===== config.mk =====
export PLATFORM = sky130hd
export DESIGN_NAME = cache_line_ctrl
export DESIGN_NICKNAME = d
export VERILOG_FILES = /design/src/rtl/cache_line_ctrl_pkg.sv /design/src/rtl/cache_fill_buffer.sv /design/src/rtl/cache_line_ctrl.sv
export SDC_FILE = /design/constraint.sdc
export NUM_CORES = 1
export LEC_CHECK = 0
export CORE_MARGIN = 2
export CORE_UTILIZATION = 40
export DETAILED_ROUTE_END_ITERATION = 7
export PLACE_DENSITY = 0.69
export SETUP_SLACK_MARGIN = 0.15
export SLEW_MARGIN = 20
export SYNTH_ARGS = -nofsm -noshare
export SYNTH_HDL_FRONTEND = slang
export SYNTH_SLANG_ARGS = --single-unit

===== constraint.sdc =====
create_clock -name clk -period 5.35 [get_ports clk]
set_input_delay 1.07 -clock clk [delete_from_list [all_inputs] [get_ports clk]]
set_output_delay 1.07 -clock clk [all_outputs]
set_load 0.05 [all_outputs]

===== src/rtl/cache_line_ctrl_pkg.sv =====
// rtl/cache_line_ctrl_pkg.sv - shared constants, state encoding and address slice helpers for cache_line_ctrl
package cache_line_ctrl_pkg;

    localparam int LINE_W  = 128;
    localparam int TAG_W   = 20;
    localparam int INDEX_W = 8;
    localparam int BURST   = 4;

    typedef enum logic [2:0] {
        ST_IDLE      = 3'd0,
        ST_LOOKUP    = 3'd1,
        ST_FILL_REQ  = 3'd2,
        ST_FILL_DATA = 3'd3,
        ST_WRITE     = 3'd4
    } state_t;

    // Line index lives directly above the 16-byte offset.
    function automatic logic [INDEX_W-1:0] index_of(input logic [31:0] addr);
        return addr[INDEX_W+3:4];
    endfunction

    // Tag is everything above the index.
    function automatic logic [TAG_W-1:0] tag_of(input logic [31:0] addr);
        return addr[31:32-TAG_W];
    endfunction

endpackage


===== src/rtl/cache_fill_buffer.sv =====
// rtl/cache_fill_buffer.sv - beat counter and 128-bit line assembly register for burst line fills
module cache_fill_buffer
    import cache_line_ctrl_pkg::*;
(
    input  logic              clk,
    input  logic              rst_n,
    input  logic              start,
    input  logic              beat_valid,
    input  logic [31:0]       beat_data,
    output logic [LINE_W-1:0] line,
    output logic              last_beat
);

    logic [1:0] beat_cnt;

    assign last_beat = beat_valid && (beat_cnt == 2'(BURST - 1));

    // Beat n lands in word n of the line; start rewinds the counter for a new fill.
    always_ff @(posedge clk) begin
        if (!rst_n) begin
            beat_cnt <= '0;
            line     <= '0;
        end else if (start) begin
            beat_cnt <= '0;
        end else if (beat_valid) begin
            line[{beat_cnt, 5'd0} +: 32] <= beat_data;
            beat_cnt                     <= beat_cnt + 2'd1;
        end
    end

endmodule


===== src/rtl/cache_line_ctrl.sv =====
// rtl/cache_line_ctrl.sv - direct-mapped read cache controller with burst line fill (optional CACHE_STATS_EN counters)
module cache_line_ctrl
    import cache_line_ctrl_pkg::*;
#(
    parameter int LINES   = 256,
    parameter int INDEX_W = 8,
    parameter int BURST   = 4
) (
    input  logic         clk,
    input  logic         rst_n,
    input  logic         req_do,
    input  logic [31:0]  req_address,
    output logic         req_done,
    output logic [127:0] req_data,
    output logic [31:0]  ram_address,
    output logic         ram_read_do,
    input  logic [147:0] ram_q,
    output logic         ram_write_do,
    output logic [127:0] ram_data,
    output logic [31:0]  mem_address,
    output logic         mem_read,
    output logic [2:0]   mem_burstcount,
    input  logic         mem_waitrequest,
    input  logic [31:0]  mem_readdata,
    input  logic         mem_readdatavalid,
    input  logic         invalidate_do,
    input  logic         snoop_do,
    input  logic [31:0]  snoop_address
`ifdef CACHE_STATS_EN
    ,
    output logic [31:0]  stat_hits,
    output logic [31:0]  stat_misses
`endif
);

    state_t              state;
    state_t              state_next;
    logic [31:0]         addr_q;
    logic [LINES-1:0]    valid_q;
    logic [LINES-1:0]    valid_d;
    logic                no_alloc_q;
    logic [INDEX_W-1:0]  idx;
    logic [INDEX_W-1:0]  snoop_idx;
    logic                lookup_hit;
    logic                snoop_match;
    logic                fill_start;
    logic                beat_valid;
    logic                last_beat;
    logic [LINE_W-1:0]   fill_line;
    logic                unused_snoop_bits;

    assign idx               = index_of(addr_q);
    assign snoop_idx         = index_of(snoop_address);
    assign snoop_match       = snoop_do && (snoop_idx == idx);
    assign lookup_hit        = (state == ST_LOOKUP) && valid_q[idx] &&
                               (ram_q[147:128] == tag_of(addr_q));
    assign fill_start        = (state == ST_FILL_REQ) && !mem_waitrequest;
    assign beat_valid        = (state == ST_FILL_DATA) && mem_readdatavalid;
    assign mem_burstcount    = 3'(BURST);
    assign unused_snoop_bits = ^{snoop_address[31:12], snoop_address[3:0]};

    cache_fill_buffer u_fill (
        .clk        (clk),
        .rst_n      (rst_n),
        .start      (fill_start),
        .beat_valid (beat_valid),
        .beat_data  (mem_readdata),
        .line       (fill_line),
        .last_beat  (last_beat)
    );

    // State register.
    always_ff @(posedge clk) begin
        if (!rst_n) begin
            state <= ST_IDLE;
        end else begin
            state <= state_next;
        end
    end

    // Next-state and per-state strobes; the RAM is read in the accepting cycle.
    always_comb begin
        state_next   = state;
        req_done     = 1'b0;
        req_data     = '0;
        ram_address  = addr_q;
        ram_read_do  = 1'b0;
        ram_write_do = 1'b0;
        ram_data     = '0;
        mem_address  = '0;
        mem_read     = 1'b0;
        case (state)
            ST_IDLE: begin
                ram_address = req_address;
                if (req_do) begin
                    ram_read_do = 1'b1;
                    state_next  = ST_LOOKUP;
                end
            end
            ST_LOOKUP: begin
                if (lookup_hit) begin
                    req_done   = 1'b1;
                    req_data   = ram_q[127:0];
                    state_next = ST_IDLE;
                end else begin
                    state_next = ST_FILL_REQ;
                end
            end
            ST_FILL_REQ: begin
                mem_read    = 1'b1;
                mem_address = {addr_q[31:4], 4'b0000};
                if (!mem_waitrequest) begin
                    state_next = ST_FILL_DATA;
                end
            end
            ST_FILL_DATA: begin
                if (last_beat) begin
                    state_next = ST_WRITE;
                end
            end
            ST_WRITE: begin
                ram_write_do = 1'b1;
                ram_data     = fill_line;
                req_done     = 1'b1;
                req_data     = fill_line;
                state_next   = ST_IDLE;
            end
            default: begin
                state_next = ST_IDLE;
            end
        endcase
    end

    // Request address latch and no-allocate flag for fills overtaken by a clear.
    always_ff @(posedge clk) begin
        if (!rst_n) begin
            addr_q     <= '0;
            no_alloc_q <= 1'b0;
        end else if (state == ST_IDLE) begin
            if (req_do) begin
                addr_q     <= req_address;
                no_alloc_q <= 1'b0;
            end
        end else if (invalidate_do || snoop_match) begin
            no_alloc_q <= 1'b1;
        end
    end

    // Valid-bit update: set on a completed fill, clears applied afterwards so they win.
    always_comb begin
        valid_d = valid_q;
        if ((state == ST_WRITE) && !no_alloc_q) begin
            valid_d[idx] = 1'b1;
        end
        if (snoop_do) begin
            valid_d[snoop_idx] = 1'b0;
        end
        if (invalidate_do) begin
            valid_d = '0;
        end
    end

    // Valid-bit register.
    always_ff @(posedge clk) begin
        if (!rst_n) begin
            valid_q <= '0;
        end else begin
            valid_q <= valid_d;
        end
    end

`ifdef CACHE_STATS_EN
    // Hit/miss counters per LOOKUP outcome, zeroed by invalidate-all.
    always_ff @(posedge clk) begin
        if (!rst_n || invalidate_do) begin
            stat_hits   <= '0;
            stat_misses <= '0;
        end else if (state == ST_LOOKUP) begin
            if (lookup_hit) begin
                stat_hits <= stat_hits + 32'd1;
            end else begin
                stat_misses <= stat_misses + 32'd1;
            end
        end
    end
`endif

endmodule


==> results.md <==
- Status: complete, no violations
- DP Cell Count: 3,431
- Share of cells above drive strength 1: 0.166
- First-pass GRT wire length: 140,000 µm
- Kind of start point of the critical path: flip-flop
- Crit path from: addr_q[5]
- Period minus WS final: 5130 ps
- I/O Pins: 578
- Fin. max-slew vios: 0
- WP data arrival: 4060 ps
- Die ar.: 54,000 µm²
- Final setup fails: 0
- WL/cell: 28.1 µm
- H-Tree Depth: 2
- Core Area: 51,400 µm²
- Unique masters post-synth: 54
- Final worst path period share: 0.959
- Post-synth EDFFs: 0
- Cell row count: 83
- Largest net degree at the start of global routing: 112
- Worst Skew: 36.0 ps
- GRT met3 Usage: 0.101
- Max-cap violations: 0
- Area contributors post-synth: dfxtp_1 (41%), a211oi_1 (9.1%), mux4_2 (6.4%), a21oi_1 (6.1%), a21boi_0 (5.8%)
- Worst Tran Pin Value: 1200 ps
- Post-synthesis sequential area ratio: 0.405
- Final WL: 99,200 µm
- Cell count of the worst reg-to-reg path: 8
- Via count: 21,893
- Cell Area, Synth: 20,900 µm²
- Top post-synthesis cells by count: dfxtp_1 (422), a21oi_1 (255), a211oi_1 (252)
- Top-count cell post-synth: dfxtp_1
- CTS Buffer Depth: 3
- Max_slew headroom: 0.198
- Met1 GRT Util: 0.460
- Total negative slack: 0 ps
- Iteration-0 DRC Markers: 3,098
- Power, Total: 7.63 mW
- Quantity of I/O buffers inserted on ports: 546
- P per Cell Area: 251 nW/µm²
- GR Util All Layers: 0.349
- Final Non-Filler Cells: 3,534
- Origin of the worst min-delay path: u_fill.line[80]
- Initial Util: 0.406
- DRT antenna net count: 0
- Top_reg_cell synth: dfxtp_1
- GRT busiest layer: met2
- Hold-fix buffers, CTS: 0
- Cells after Synth: 2,345
- Clock-pin slew on the worst setup and hold paths: 60 ps
- Drc violations: 0
- Die W: 232 µm
- Gr ovfl total: 0
- Sink Count: 422
- Layout area overhead: 45.6%
- RSZ-0062 raised after global routing: no
- Via-to-Cell Ratio: 6.19
- Syn Area/Cell: 8.89 µm²
- Final setup margin: 219 ps
- Post-place setup slack: 298 ps
- Synth async-reset ratio: 0
- Worst setup EP type: output port
- R2r startpoint: state[1]
- Hold Violations, Final: 0
- Critical path class: reg -> out
- Footprint of the multi-input gates: 11,400 µm²
- Crit-path max FO: 42
- CTS tree: built
- TritonRoute pass-1 iters: 6
- CTS Buf Count: 46
- DIE HEIGHT: 232 µm
- Met2 Resource Use GR: 0.529
- CP required: 4280 ps
- Setup slack, reg-to-reg: 1640 ps
- Maximum vdd drop: 235 µV
- Placer Congestion: 0.995
- LEAKAGE: 11.5 nW
- Hold/Removal Path Class: reg -> reg
- R2R Path End: valid_q[82]
- F_max: 0.195 GHz
- Nets@finish: 3,061
- #FFs+latches synth: 422
- Vias in the first global route: 20,368
- Fill count: 4,390
- Root buffer cell: clkbuf_16
- Initial antenna violation count: 17
- DP HPWL: 70,700 µm
- Largest area contributor in the netlist: dfxtp_1
- Register area: 8460 µm²
- Top-area cell type share of the netlist area: 0.405
- Clock latency on the worst-skew pair: 600 ps
- Yosys warns: 0
- Setup crit end: req_data[83]
[state kept, by name, summed over array words and instances, names as in the netlist]
name             count
state                3
no_alloc_q           1
valid_q            256
addr_q              32
u_fill.line        128
u_fill.beat_cnt      2
[metrics by stage]
stage               hold WS [ps]  utilization  instance area (µm²)
CTS                          461        0.589                30300
floorplan                    436            -                20900
detailed placement           453        0.557                28600
global route                 478        0.591                30400
finish                       460        0.591                30400
global placement             445        0.557                28600
[logic make-up (layout without fill, tap and decap cells)]
family,Yosys count,in the layout,share of synthesized area
AO/OA/AOI/OAI,842,842,0.273
XOR/XNOR,29,29,0.0122
adder cells (fa/ha/maj),5,5,0.00300
buffers and inverters,264,756,0.0570
flip-flops,422,422,0.405
multiplexers,109,109,0.0914
other,2,19,0.000360
AND/OR/NAND/NOR,672,672,0.159
[worst min path at each step]
| stage | end | depth (start not counted) |
|---|---|---|
| after floorplan | u_fill.line[127] | 2 |
| after global placement | u_fill.line[92] | 2 |
| after detailed placement | u_fill.line[103] | 2 |
| after CTS | u_fill.line[91] | 2 |
| after global routing | u_fill.line[5] | 2 |
| final | u_fill.line[80] | 2 |
[cells in the final DEF (no fill, tap or decap), types with 5 or more instances in the layout]
| master | count |
|---|---|
| dfxtp_1 | 417 |
| nor3_2 | 10 |
| mux4_2 | 59 |
| nor2b_1 | 7 |
| nand3_1 | 131 |
| mux2_2 | 35 |
| nor4_1 | 11 |
| inv_1 | 9 |
| a21o_1 | 128 |
| diode_2 | 12 |
| and3_1 | 128 |
| buf_4 | 89 |
| clkbuf_1 | 11 |
| nand2b_1 | 19 |
| o22ai_1 | 8 |
| nor2_1 | 26 |
| a211oi_1 | 252 |
| conb_1 | 7 |
| a311oi_1 | 7 |
| clkbuf_16 | 46 |
| nor2_2 | 27 |
| a21oi_1 | 255 |
| clkbuf_8 | 12 |
| nor3_1 | 24 |
| ha_1 | 5 |
| mux2i_1 | 13 |
| clkinv_2 | 7 |
| nand2_1 | 230 |
| a21boi_0 | 160 |
| xor2_1 | 15 |
| clkdlybuf4s50_1 | 415 |
| buf_12 | 156 |
| xnor2_1 | 13 |
| o21ai_0 | 7 |
| and2_1 | 36 |
[critical path: stages, from the launching register on]
cell	delay (ps)
dfxtp_4	490
buf_4	270
mux4_2	540
o22ai_1	200
a311oi_1	80
a221oi_1	540
buf_4	200
nor2_1	40
o32a_4	290
buf_12	190
a21o_1	290
buf_12	160
buf_12	140
[report_power, final]
group,leakage (nW),internal (mW),switching (mW)
Clock,0.766,1.95,1.39
Combinational,7.31,0.421,0.652
Sequential,3.41,3.17,0.0490
[layout make-up]
cell class / instances / share of cell area
sequential: 422 / 0.279
multi-input combinational: 1664 / 0.377
inverter: 9 / 0.00111
tap: 680 / 0.0280
clock buffer: 69 / 0.0447
timing repair buffer: 662 / 0.263
antenna: 12 / 0.000989
clock inverter: 16 / 0.00672
[what timing repair did]
item	4_1_cts	5_1_grt
pin swaps	0	0
setup buffers	5	1
resized for setup	1	3
setup endpoints to repair	128	67
endpoints found under the hold margin	0	0
[metal layers]
metal	share of wire	up-vias
li1	-	9544
met1	0.39	10637
met2	0.45	1474
met3	0.12	232
met4	0.046	6
met5	0.00038	-
(Power assumes the default switching activity.)
